--- src/rtl/utils_adder_pipe.sv ---
`default_nettype none
// ============================================================================
// Module   : utils_adder_pipe
// Brief    : Pipelined add/sub; carry chain split over STAGES segments built
//            from BLK-bit carry-select blocks. Flags via UTILS_ADDER_PIPE_FLAGS_EN.
// Revision : 1.0
// ============================================================================
module utils_adder_pipe #(
  parameter int WIDTH  = 32,
  parameter int STAGES = 2,
  parameter int BLK    = 4
) (
  input  logic             clk,
  input  logic             rst_n,
  input  logic             flush_i,
  input  logic             in_valid_i,
  output logic             in_ready_o,
  input  logic [WIDTH-1:0] a_i,
  input  logic [WIDTH-1:0] b_i,
  input  logic             cin_i,
  input  logic             sub_i,
  output logic             out_valid_o,
  input  logic             out_ready_i,
  output logic [WIDTH-1:0] sum_o,
  output logic             cout_o
`ifdef UTILS_ADDER_PIPE_FLAGS_EN
  ,
  output logic             ovf_o,
  output logic             zero_o
`endif
);

  localparam int c_SEG = (WIDTH + STAGES - 1) / STAGES;

  logic             valid_q [STAGES];
  logic [WIDTH-1:0] a_q     [STAGES];
  logic [WIDTH-1:0] b_q     [STAGES];
  logic [WIDTH-1:0] sum_q   [STAGES];
  logic             c_q     [STAGES];

  logic [WIDTH-1:0] stg_a   [STAGES];
  logic [WIDTH-1:0] stg_b   [STAGES];
  logic [WIDTH-1:0] stg_s   [STAGES];
  logic             stg_c   [STAGES];
  logic [WIDTH-1:0] sum_d   [STAGES];
  logic             c_d     [STAGES];

  logic             adv;

  assign adv         = ~out_valid_o | out_ready_i;
  assign in_ready_o  = adv;
  assign out_valid_o = valid_q[STAGES-1];
  assign sum_o       = sum_q[STAGES-1];
  assign cout_o      = c_q[STAGES-1];

  assign stg_a[0] = a_i;
  assign stg_b[0] = sub_i ? ~b_i : b_i;
  assign stg_c[0] = sub_i | cin_i;
  assign stg_s[0] = '0;

  // Stage k sees the operands and partial sum registered by stage k-1.
  for (genvar k = 1; k < STAGES; k++) begin : g_skew
    assign stg_a[k] = a_q[k-1];
    assign stg_b[k] = b_q[k-1];
    assign stg_s[k] = sum_q[k-1];
    assign stg_c[k] = c_q[k-1];
  end

  for (genvar k = 0; k < STAGES; k++) begin : g_stage
    localparam int LO = (k * c_SEG < WIDTH) ? k * c_SEG : WIDTH;
    localparam int HI = ((k + 1) * c_SEG < WIDTH) ? (k + 1) * c_SEG : WIDTH;

    logic [WIDTH-1:0] blk_s0;
    logic [WIDTH-1:0] blk_s1;
    logic [WIDTH-1:0] seg_s;
    logic             blk_c0;
    logic             blk_c1;
    logic             seg_c;

    // Each block precomputes both carry-in cases; the incoming carry selects.
    always_comb begin
      seg_s  = stg_s[k];
      seg_c  = stg_c[k];
      blk_s0 = '0;
      blk_s1 = '0;
      blk_c0 = 1'b0;
      blk_c1 = 1'b1;
      for (int lo = LO; lo < HI; lo += BLK) begin
        blk_c0 = 1'b0;
        blk_c1 = 1'b1;
        for (int i = lo; (i < lo + BLK) && (i < HI); i++) begin
          blk_s0[i] = stg_a[k][i] ^ stg_b[k][i] ^ blk_c0;
          blk_c0    = (stg_a[k][i] & stg_b[k][i]) | (blk_c0 & (stg_a[k][i] ^ stg_b[k][i]));
          blk_s1[i] = stg_a[k][i] ^ stg_b[k][i] ^ blk_c1;
          blk_c1    = (stg_a[k][i] & stg_b[k][i]) | (blk_c1 & (stg_a[k][i] ^ stg_b[k][i]));
        end
        for (int i = lo; (i < lo + BLK) && (i < HI); i++) begin
          seg_s[i] = seg_c ? blk_s1[i] : blk_s0[i];
        end
        seg_c = seg_c ? blk_c1 : blk_c0;
      end
    end

    assign sum_d[k] = seg_s;
    assign c_d[k]   = seg_c;
  end

  always_ff @(posedge clk or negedge rst_n) begin
    if (!rst_n) begin
      for (int k = 0; k < STAGES; k++) begin
        valid_q[k] <= 1'b0;
        a_q[k]     <= '0;
        b_q[k]     <= '0;
        sum_q[k]   <= '0;
        c_q[k]     <= 1'b0;
      end
    end else begin
      if (adv) begin
        for (int k = 0; k < STAGES; k++) begin
          a_q[k]   <= stg_a[k];
          b_q[k]   <= stg_b[k];
          sum_q[k] <= sum_d[k];
          c_q[k]   <= c_d[k];
        end
      end
      // Valid bits shift in lockstep with data so bubbles are preserved.
      if (flush_i) begin
        for (int k = 0; k < STAGES; k++) begin
          valid_q[k] <= 1'b0;
        end
      end else if (adv) begin
        valid_q[0] <= in_valid_i;
        for (int k = 1; k < STAGES; k++) begin
          valid_q[k] <= valid_q[k-1];
        end
      end
    end
  end

`ifdef UTILS_ADDER_PIPE_FLAGS_EN
  logic ovf_d;
  logic zero_d;
  logic ovf_q;
  logic zero_q;

  assign ovf_d  = (stg_a[STAGES-1][WIDTH-1] == stg_b[STAGES-1][WIDTH-1]) &
                  (sum_d[STAGES-1][WIDTH-1] != stg_a[STAGES-1][WIDTH-1]);
  assign zero_d = ~|sum_d[STAGES-1];

  always_ff @(posedge clk or negedge rst_n) begin
    if (!rst_n) begin
      ovf_q  <= 1'b0;
      zero_q <= 1'b0;
    end else if (adv) begin
      ovf_q  <= ovf_d;
      zero_q <= zero_d;
    end
  end

  assign ovf_o  = ovf_q;
  assign zero_o = zero_q;
`endif

endmodule
`default_nettype wire

--- config.mk ---
export PLATFORM = sky130hd
export DESIGN_NAME = utils_adder_pipe
export DESIGN_NICKNAME = d
export VERILOG_FILES = /design/src/rtl/utils_adder_pipe.sv
export SDC_FILE = /design/constraint.sdc
export NUM_CORES = 1
export LEC_CHECK = 0
export ABC_CLOCK_PERIOD_IN_PS = 8850
export CAP_MARGIN = 20
export CORE_MARGIN = 5
export CORE_UTILIZATION = 55
export DETAILED_ROUTE_END_ITERATION = 8
export GPL_ROUTABILITY_DRIVEN = 0
export HOLD_SLACK_MARGIN = 0.02
export PLACE_DENSITY = 0.92
export SYNTH_ARGS = -nofsm -noshare
export SYNTH_HDL_FRONTEND = slang
export SYNTH_SLANG_ARGS = --single-unit
--- constraint.sdc ---
create_clock -name clk -period 8.85 [get_ports clk]
set_input_delay 1.77 -clock clk [delete_from_list [all_inputs] [get_ports clk]]
set_output_delay 1.77 -clock clk [all_outputs]
set_load 0.02 [all_outputs]
# After elaboration in Yosys (flattened, before gate mapping)
# Index checks and enable logic that the tools add are counted.
# word_totals
ff_bits	116
input_bits	71
out_inout_bits	35
elab_cells	280
# op_classes
n_mux	43
n_bitwise	228
n_reduce_logical	1
# op_table
cell	count
$and A1 B1 Y1	80
$xor A1 B1 Y1	80
$or A1 B1 Y1	58
$mux W1	40
$mux W32	1
$not A32 Y32	1
$not A1 Y1	9
$mux W2	2
$reduce_bool A2 Y1	1

# Longest topological paths before layout
# Gate-level depths: netlist (run 1).
# depth
depth_word	14
depth_mapped	28
depth_no_buf	26

# Worst setup path before layout (run 1)
# OpenSTA, ideal clock, no wires.
# synth_timing
path_kind	input -> register
from	in sub_i
to	reg sum_q, in the netlist g_stage[1].seg_s[15]
arrival_ps	7591
required_ps	8725
setup_slack_ps	1134
cell_stages	28
n_path_buf	2
cell_sequence	buf_2 -> buf_4 -> xor2_1 -> ha_1 -> nand2_1 -> o21ai_0 -> fa_1 -> inv_1 -> fa_1 -> inv_1 -> fa_1 -> mux2i_1 -> fa_1 -> fa_1 -> inv_1 -> fa_1 -> mux2i_1 -> fa_1 -> fa_1 -> inv_1 -> fa_1 -> mux2i_1 -> fa_1 -> inv_1 -> fa_1 -> inv_1 -> fa_1 -> mux2_4
# synth_via
elab_chain_len	13
elab_cells_between_ends	87
cone_classes	mux (5); bitwise (82)
# synth_rtl
item	line	text
from (decl)	21	input logic sub_i,
$mux W32	57	assign stg_b[0] = sub_i ? ~b_i : b_i;
$and A1 B1 Y1 / $xor A1 B1 Y1 (equally long branches)	93, 95	
$or A1 B1 Y1	95	blk_c1 = (stg_a[k][i] & stg_b[k][i]) | (blk_c1 & (stg_a[k][i] ^ stg_b[k][i]));
$and A1 B1 Y1	95	
$or A1 B1 Y1	95	
$and A1 B1 Y1	95	
$or A1 B1 Y1	95	
$and A1 B1 Y1	95	
$or A1 B1 Y1	95	
$mux W1 (3 in series)	100	seg_c = seg_c ? blk_c1 : blk_c0;
$mux W1 (*)	98	seg_s[i] = seg_c ? blk_s1[i] : blk_s0[i];
via g_stage[0].seg_s[15]	75	logic [WIDTH-1:0] seg_s;
to (signal, indexed assignment)	122	sum_q[k] <= sum_d[k];
to (decl)	38	logic [WIDTH-1:0] sum_q [STAGES];
# Mark *: on every way through the listed nets, which the timed path passes. The rest lies on a longest branch.
# A chain may end at the register's enable or synchronous reset.

# Worst setup path in the final report (run 1)
# layout_timing
from	in b_i[0]
to	reg sum_q, in the netlist g_stage[1].seg_s[15]
# layout_via
elab_chain_len	14
elab_cells_between_ends	21
cone_classes	mux (5); bitwise (16)
# layout_rtl
item	line	text
from (decl)	19	input logic [WIDTH-1:0] b_i,
$not A32 Y32	57	
$mux W32 (*)	57	
$and A1 B1 Y1 / $xor A1 B1 Y1 (equally long branches)	93, 95	
$or A1 B1 Y1	95	
$and A1 B1 Y1	95	
$or A1 B1 Y1	95	
$and A1 B1 Y1	95	
$or A1 B1 Y1	95	
$and A1 B1 Y1	95	
$or A1 B1 Y1	95	
$mux W1 (*) (3 in series)	100	
$mux W1 (*)	98	
via g_stage[0].seg_s[15]	75	
# Marks and branches as above.

==> results of run 1 <==
-- per-stage QoR --
step | hold slack (ns) | power [mW] | utilization (%) | instances | setup WS, ns
2_1_floorplan | 0.4816 | 0.8037 | - | 359 | 1.134
4_1_cts | 0.5127 | 1.282 | 70.46 | 569 | 0.9967
5_1_grt | 0.5377 | 1.346 | 70.80 | 570 | 0.6627
6_report | 0.5161 | 1.268 | 70.80 | 570 | 1.020
3_3_place_gp | 0.4887 | 0.9874 | 68.11 | 553 | 0.8980
3_5_place_dp | 0.4957 | 1.010 | 68.11 | 553 | 0.6778
-- critical path, delay by kind of cell --
family,cells,cell delay [ns]
adders and majority gates,13,4.27
muxes,4,0.80
xor gates and xnor gates,1,0.16
and+or+nand+nor,1,0.05
buffers and inverters,7,0.89
AOI/OAI and AO/OA,1,0.11
-- placed cells by master, fill, tap and decap left out, types with 2 or more instances in the layout --
| master | n |
|---|---|
| mux2i_1 | 5 |
| ha_1 | 16 |
| clkinv_4 | 2 |
| nor2_1 | 31 |
| xnor2_1 | 23 |
| clkdlybuf4s50_1 | 103 |
| o21ai_1 | 2 |
| fa_1 | 24 |
| nand2_1 | 14 |
| inv_1 | 39 |
| xor2_1 | 17 |
| clkbuf_8 | 9 |
| a21oi_1 | 30 |
| dfrtp_1 | 84 |
| buf_4 | 3 |
| clkinv_2 | 2 |
| o21ai_0 | 12 |
| mux2_4 | 43 |
-- path summary, 6_finish.rpt --
path | startpoint | to | slack, ns | cells past startpoint
max | b_i[0] | g_stage[1].seg_s[15] | 1.02 | 27
min | g_stage[1].seg_s[11] | sum_o[11] | 0.52 | 1
max reg2reg | a_q[48] | sum_o[31] | 2.50 | 22
min reg2reg | g_stage[1].seg_s[11] | sum_o[11] | 0.52 | 1
max in group asynchronous | rst_n | sum_o[29] | 7.00 | 2
min in group asynchronous | rst_n | sum_o[24] | 1.25 | 1
-- layer usage --
metal / vias to the layer above / track usage [%] / part of all wire, %
met1: 1407 / 23.38 / 40
li1: 1334 / - / -
met4: 0 / 7.566 / 1.8
met3: 13 / 3.581 / 3.4
met5: - / 0 / 0
met2: 58 / 33.10 / 55
-- state kept, by name, indices dropped and copies added (netlist names) --
signal and flops:
b_q 16, cout_o 1, valid_q 1, out_valid_o 1, sum_o 32, g_stage.seg_s 16
c_q 1, a_q 16
-- power breakdown --
part	internal (mW)	switching, mW
logic	0.260	0.202
registers	0.478	0.0603
clock network	0.131	0.137
-- final cells by class --
type / instances / area [um2] / area share [%]
Clock buffer: 10 / 127.6 / 2.205
Clock inverter: 6 / 65.06 / 1.124
Inverter: 39 / 146.4 / 2.529
Multi-Input combinational cell: 218 / 2130 / 36.79
Sequential cell: 84 / 2102 / 36.32
Tap cell: 105 / 131.4 / 2.270
Timing Repair Buffer: 108 / 1086 / 18.76
-- kinds of logic after synthesis --
group / synth area share, %
adder cells (fa/ha/maj): 14.79
multiplexers: 15.12
XOR/XNOR: 7.613
flip-flops: 45.68
AND/OR/NAND/NOR: 3.969
AO/OA/AOI/OAI: 4.785
buffers and inverters: 8.048
==> impl_results.md, run 1 <==
- Iter 0 DRT Violations: 66
- WL final: 9.181 mm
- Crit-path slowest cell: fa_1
- Dominant cell type by area after synthesis: dfrtp_1
- Top-count cell post-synth: dfrtp_1
- Max-slew violations: 0
- Nets: 571
- Min cycle time layout: 7.830 ns
- Layout cells sized above 1: 13.76%
- Crit. End Element: flop
- Slew HR: 40.11%
- Die W: 101.5 um
- Worst Skew: 0.008732 ns
- Worst-path clk slew: 0.08 ns
- Post-DR vias/cell: 4.933
- Core area: 0.008175 mm2
- Max_cap viols: 0
- Status: completed
- WP data arrival: 8.06 ns
- Drt first pass iters: 4
- Gr usage total: 19.02%
- Post-synthesis sequential area ratio: 45.68%
- First-pass GRT wire length: 15.04 mm
- Ys Warns: 0
- Via count: 2,812
- Critical path type: in2reg
- Library cells used by synthesis: 19
- Final instance area: 0.005788 mm2
- CP peak stage delay: 0.44 ns
- Post-CTS Setup Inserts: 0
- Die area: 0.01030 mm2
- Num ports: 106
- Vias in the first global route: 3,116
- Post-synth EDFFs: 0
- Avg WL per Cell: 16.11 um
- Clock root buffer: clkbuf_8
- Worst-Margin Slew: 0.8983 ns
- GRT Residual Overflow: 0
- Unrepaired setup endpoints after global routing: no
- Hold/Removal Path Class: reg2reg
- Crit-path max FO: 2
- CTS Sinks: 84
- Area delta synth->final: 25.77%
- CTS tree: yes
- # hold bufs at CTS: 0
- Fillers: 605
- Flop and latch count out of synthesis: 84
- Synth cell count leaders: dfrtp_1 (84), mux2_4 (43), inv_1 (39)
- Worst-Skew Late Latency: 0.35 ns
- PwrDens: 219.1 mW/mm2
- CP dominant cell by count: fa_1
- P_leak: 2.747 nW
- DRC: 0
- Syn Nets: 470
- Initial Util: 56.29%
- Avg Synthesized Cell Area: 12.82 um2
- Largest net degree at the start of global routing: 85
- CP Data Required Time: 9.08 ns
- Post-CTS resize count: 0
- VDD IR-drop max: 0.1001 mV
- TNS Setup: 0 ns
- Ys flop type: dfrtp_1
- Number of H-tree levels: 3
- Gate Count Post-Synth: 359
- Detail Route Antenna Nets: 0
- Die height: 101.5 um
- Final Hold Fails: 0
- Initial antenna violation count: 0
- Async set-reset flop share out of synthesis: 100.0%
- Period utilisation layout: 88.48%
- Number of port buffers: 105
- Top cell type's share of synthesized area: 45.68%
- Max Clock Freq: 127.7 MHz
- DP HPWL: 6.755 mm
- Final setup violation count: 0
- Cell Area, Synth: 0.004602 mm2
- TritonCTS buffer count: 9
- Worst setup SP type: primary input
- Area post-placement: 0.005568 mm2
- Row Count: 33
- Clock Path Buffers: 2
- # diodes: 0
- Top cells by area, synth: dfrtp_1 (46%), mux2_4 (14%), fa_1 (10%), xnor2_1 (4.4%), ha_1 (4.4%)
No activity file was read; power rests on OpenSTA's default activity.
==> inputs of run 2 (changes only) <==
SLEW_MARGIN = 5   (was unset)
==> impl_results.md, run 2 (same netlist as run 1, synthesis figures left out) <==
- Commonest non-fill, non-tap cells in the layout: clkdlybuf4s50_1 (103), dfrtp_1 (84), mux2_4 (43)
- Total Power: 1.268 mW (about the same)
- DRC: 0 (unchanged)
- Vias in the first global route: 3,116 (unchanged)
- Die area: 0.01030 mm2 (unchanged)
- Number of port buffers: 105 (unchanged)
- # diodes: 0 (unchanged)
- Num ports: 106 (unchanged)
- Slew HR: 40.03% (-0.085 points)
- Crit path from: b_i[0]
- VDD IR-drop max: 0.1001 mV (about the same)
- Row Count: 33 (unchanged)
- Status: completed
- Fillers: 607 (+0.33%)
- FF-to-FF Start: a_q[48]
- Clock root buffer: clkbuf_8
- Hold Startpoint: g_stage[1].seg_s[9]
- Critical path type: in2reg
- # hold bufs at CTS: 0 (unchanged)
- Worst-Margin Slew: 0.8996 ns (+0.001277 ns)
- R2r endpoint: sum_o[31]
- Hold depth: 1 (unchanged)
- Worst-path clk slew: 0.09 ns (about the same)
- CP Data Required Time: 9.08 ns (about the same)
- Util after Layout: 70.80% (unchanged)
- Post-CTS resize count: 0 (unchanged)
- Via count: 2,827 (+0.53%)
- Worst slack, placed: 0.6778 ns (unchanged)
- Final Hold Fails: 0 (unchanged)
- WP data arrival: 8.06 ns (about the same)
- Initial Util: 56.29% (unchanged)
- Max Clock Freq: 127.7 MHz (about the same)
- Die height: 101.5 um (unchanged)
- Hold/Removal Path Class: reg2reg
- Initial antenna violation count: 0 (unchanged)
- Layout cells sized above 1: 13.76% (unchanged)
- Avg WL per Cell: 16.04 um (-0.39%)
- Number of H-tree levels: 3 (unchanged)
- DP HPWL: 6.755 mm (unchanged)
- Area post-placement: 0.005568 mm2 (unchanged)
- Clock Path Buffers: 2 (unchanged)
- Final instance area: 0.005788 mm2 (unchanged)
- Gr usage total: 19.02% (unchanged)
- Drt first pass iters: 4 (unchanged)
- Period utilisation layout: 88.52% (about the same)
- Worst-Skew Late Latency: 0.35 ns (about the same)
- Max_cap viols: 0 (unchanged)
- Final non-filler cell total: 570 (unchanged)
- Post-CTS Setup Inserts: 0 (unchanged)
- Iter 0 DRT Violations: 84 (+27%)
- First-pass GRT wire length: 15.04 mm (unchanged)
- Max reg flops: 32 (unchanged)
- WL final: 9.145 mm (-0.39%)
- GRT Residual Overflow: 0 (unchanged)
- Unrepaired setup endpoints after global routing: no
- Commonest non-fill, non-tap cell in the layout: clkdlybuf4s50_1
- Worst setup SP type: primary input
- PwrDens: 219.1 mW/mm2 (about the same)
- CTS Sinks: 84 (unchanged)
- Area delta synth->final: 25.77% (unchanged)
- Final Hold Slack: 0.5110 ns (-0.005147 ns)
- Hold Crit Endpoint: sum_o[9]
- Die W: 101.5 um (unchanged)
- TritonCTS buffer count: 9 (unchanged)
- Largest net degree at the start of global routing: 85 (unchanged)
- CTS tree: yes
- P_leak: 2.747 nW (unchanged)
- Min cycle time layout: 7.834 ns (+0.003620 ns)
- Post-DR vias/cell: 4.960 (+0.53%)
- R2r setup slk: 2.51 ns (about the same)
- Max-slew violations: 0 (unchanged)
- Final setup violation count: 0 (unchanged)
- Worst Skew: 0.008272 ns (-0.0004594 ns)
- Detail Route Antenna Nets: 0 (unchanged)
- Post-route setup slack: 1.016 ns (-0.003620 ns)
- TNS Setup: 0 ns (unchanged)
- Register-to-Register Path Depth: 22 (unchanged)
- Nets: 571 (unchanged)
- Placed Instances: 553 (unchanged)
- Crit. End Element: flop
- Crit-path max FO: 2 (unchanged)
- Core area: 0.008175 mm2 (unchanged)
-- run 2: report_power, final --
part | switching [mW] | internal (mW) | leakage, nW
Clock | 0.137 | 0.131 | 0.0962
Sequential | 0.0603 | 0.478 | 0.979
Combinational | 0.202 | 0.260 | 1.67
-- run 2: metal layers --
metal	global-route usage, %	wire length, um	vias to the layer above	share of wire (%)
met5	0	0	-	0
met4	7.566	181	0	2.0
li1	-	-	1334	-
met3	3.581	301	15	3.3
met1	23.38	3692	1421	40
met2	33.10	4970	57	54
-- run 2: worst max-delay path by stage --
stage | slack [ns] | to | depth (start not counted)
finish | 1.02 | g_stage[1].seg_s[15] | 27
global route | 0.66 | g_stage[1].seg_s[15] | 27
CTS | 1.0 | g_stage[1].seg_s[15] | 27
detailed placement | 0.68 | g_stage[1].seg_s[15] | 27
global placement | 0.90 | g_stage[1].seg_s[15] | 27
floorplan | 1.13 | g_stage[1].seg_s[15] | 28
-- run 2: layout make-up --
cell class | count | area [um2] | share of cell area [%]
clock buffers | 10 | 127.6 | 2.205
clock inverters | 6 | 65.06 | 1.124
inverters | 39 | 146.4 | 2.529
multi-input cells | 218 | 2130 | 36.79
flip-flops and latches | 84 | 2102 | 36.32
well taps | 105 | 131.4 | 2.270
repair buffers | 108 | 1086 | 18.76
-- run 2: worst max-delay path, stage by stage --
cell and delay (ns):
clkdlybuf4s50_1 0.41, xor2_1 0.16, ha_1 0.18, nand2_1 0.05, o21ai_0 0.10, fa_1 0.37
inv_1 0.12, fa_1 0.19, inv_1 0.05, fa_1 0.41, mux2i_1 0.16, fa_1 0.42
fa_1 0.39, inv_1 0.09, fa_1 0.23, mux2i_1 0.11, fa_1 0.44, fa_1 0.43
inv_1 0.09, fa_1 0.23, mux2i_1 0.27, fa_1 0.20, inv_1 0.05, fa_1 0.37
inv_1 0.08, fa_1 0.41, mux2_4 0.26
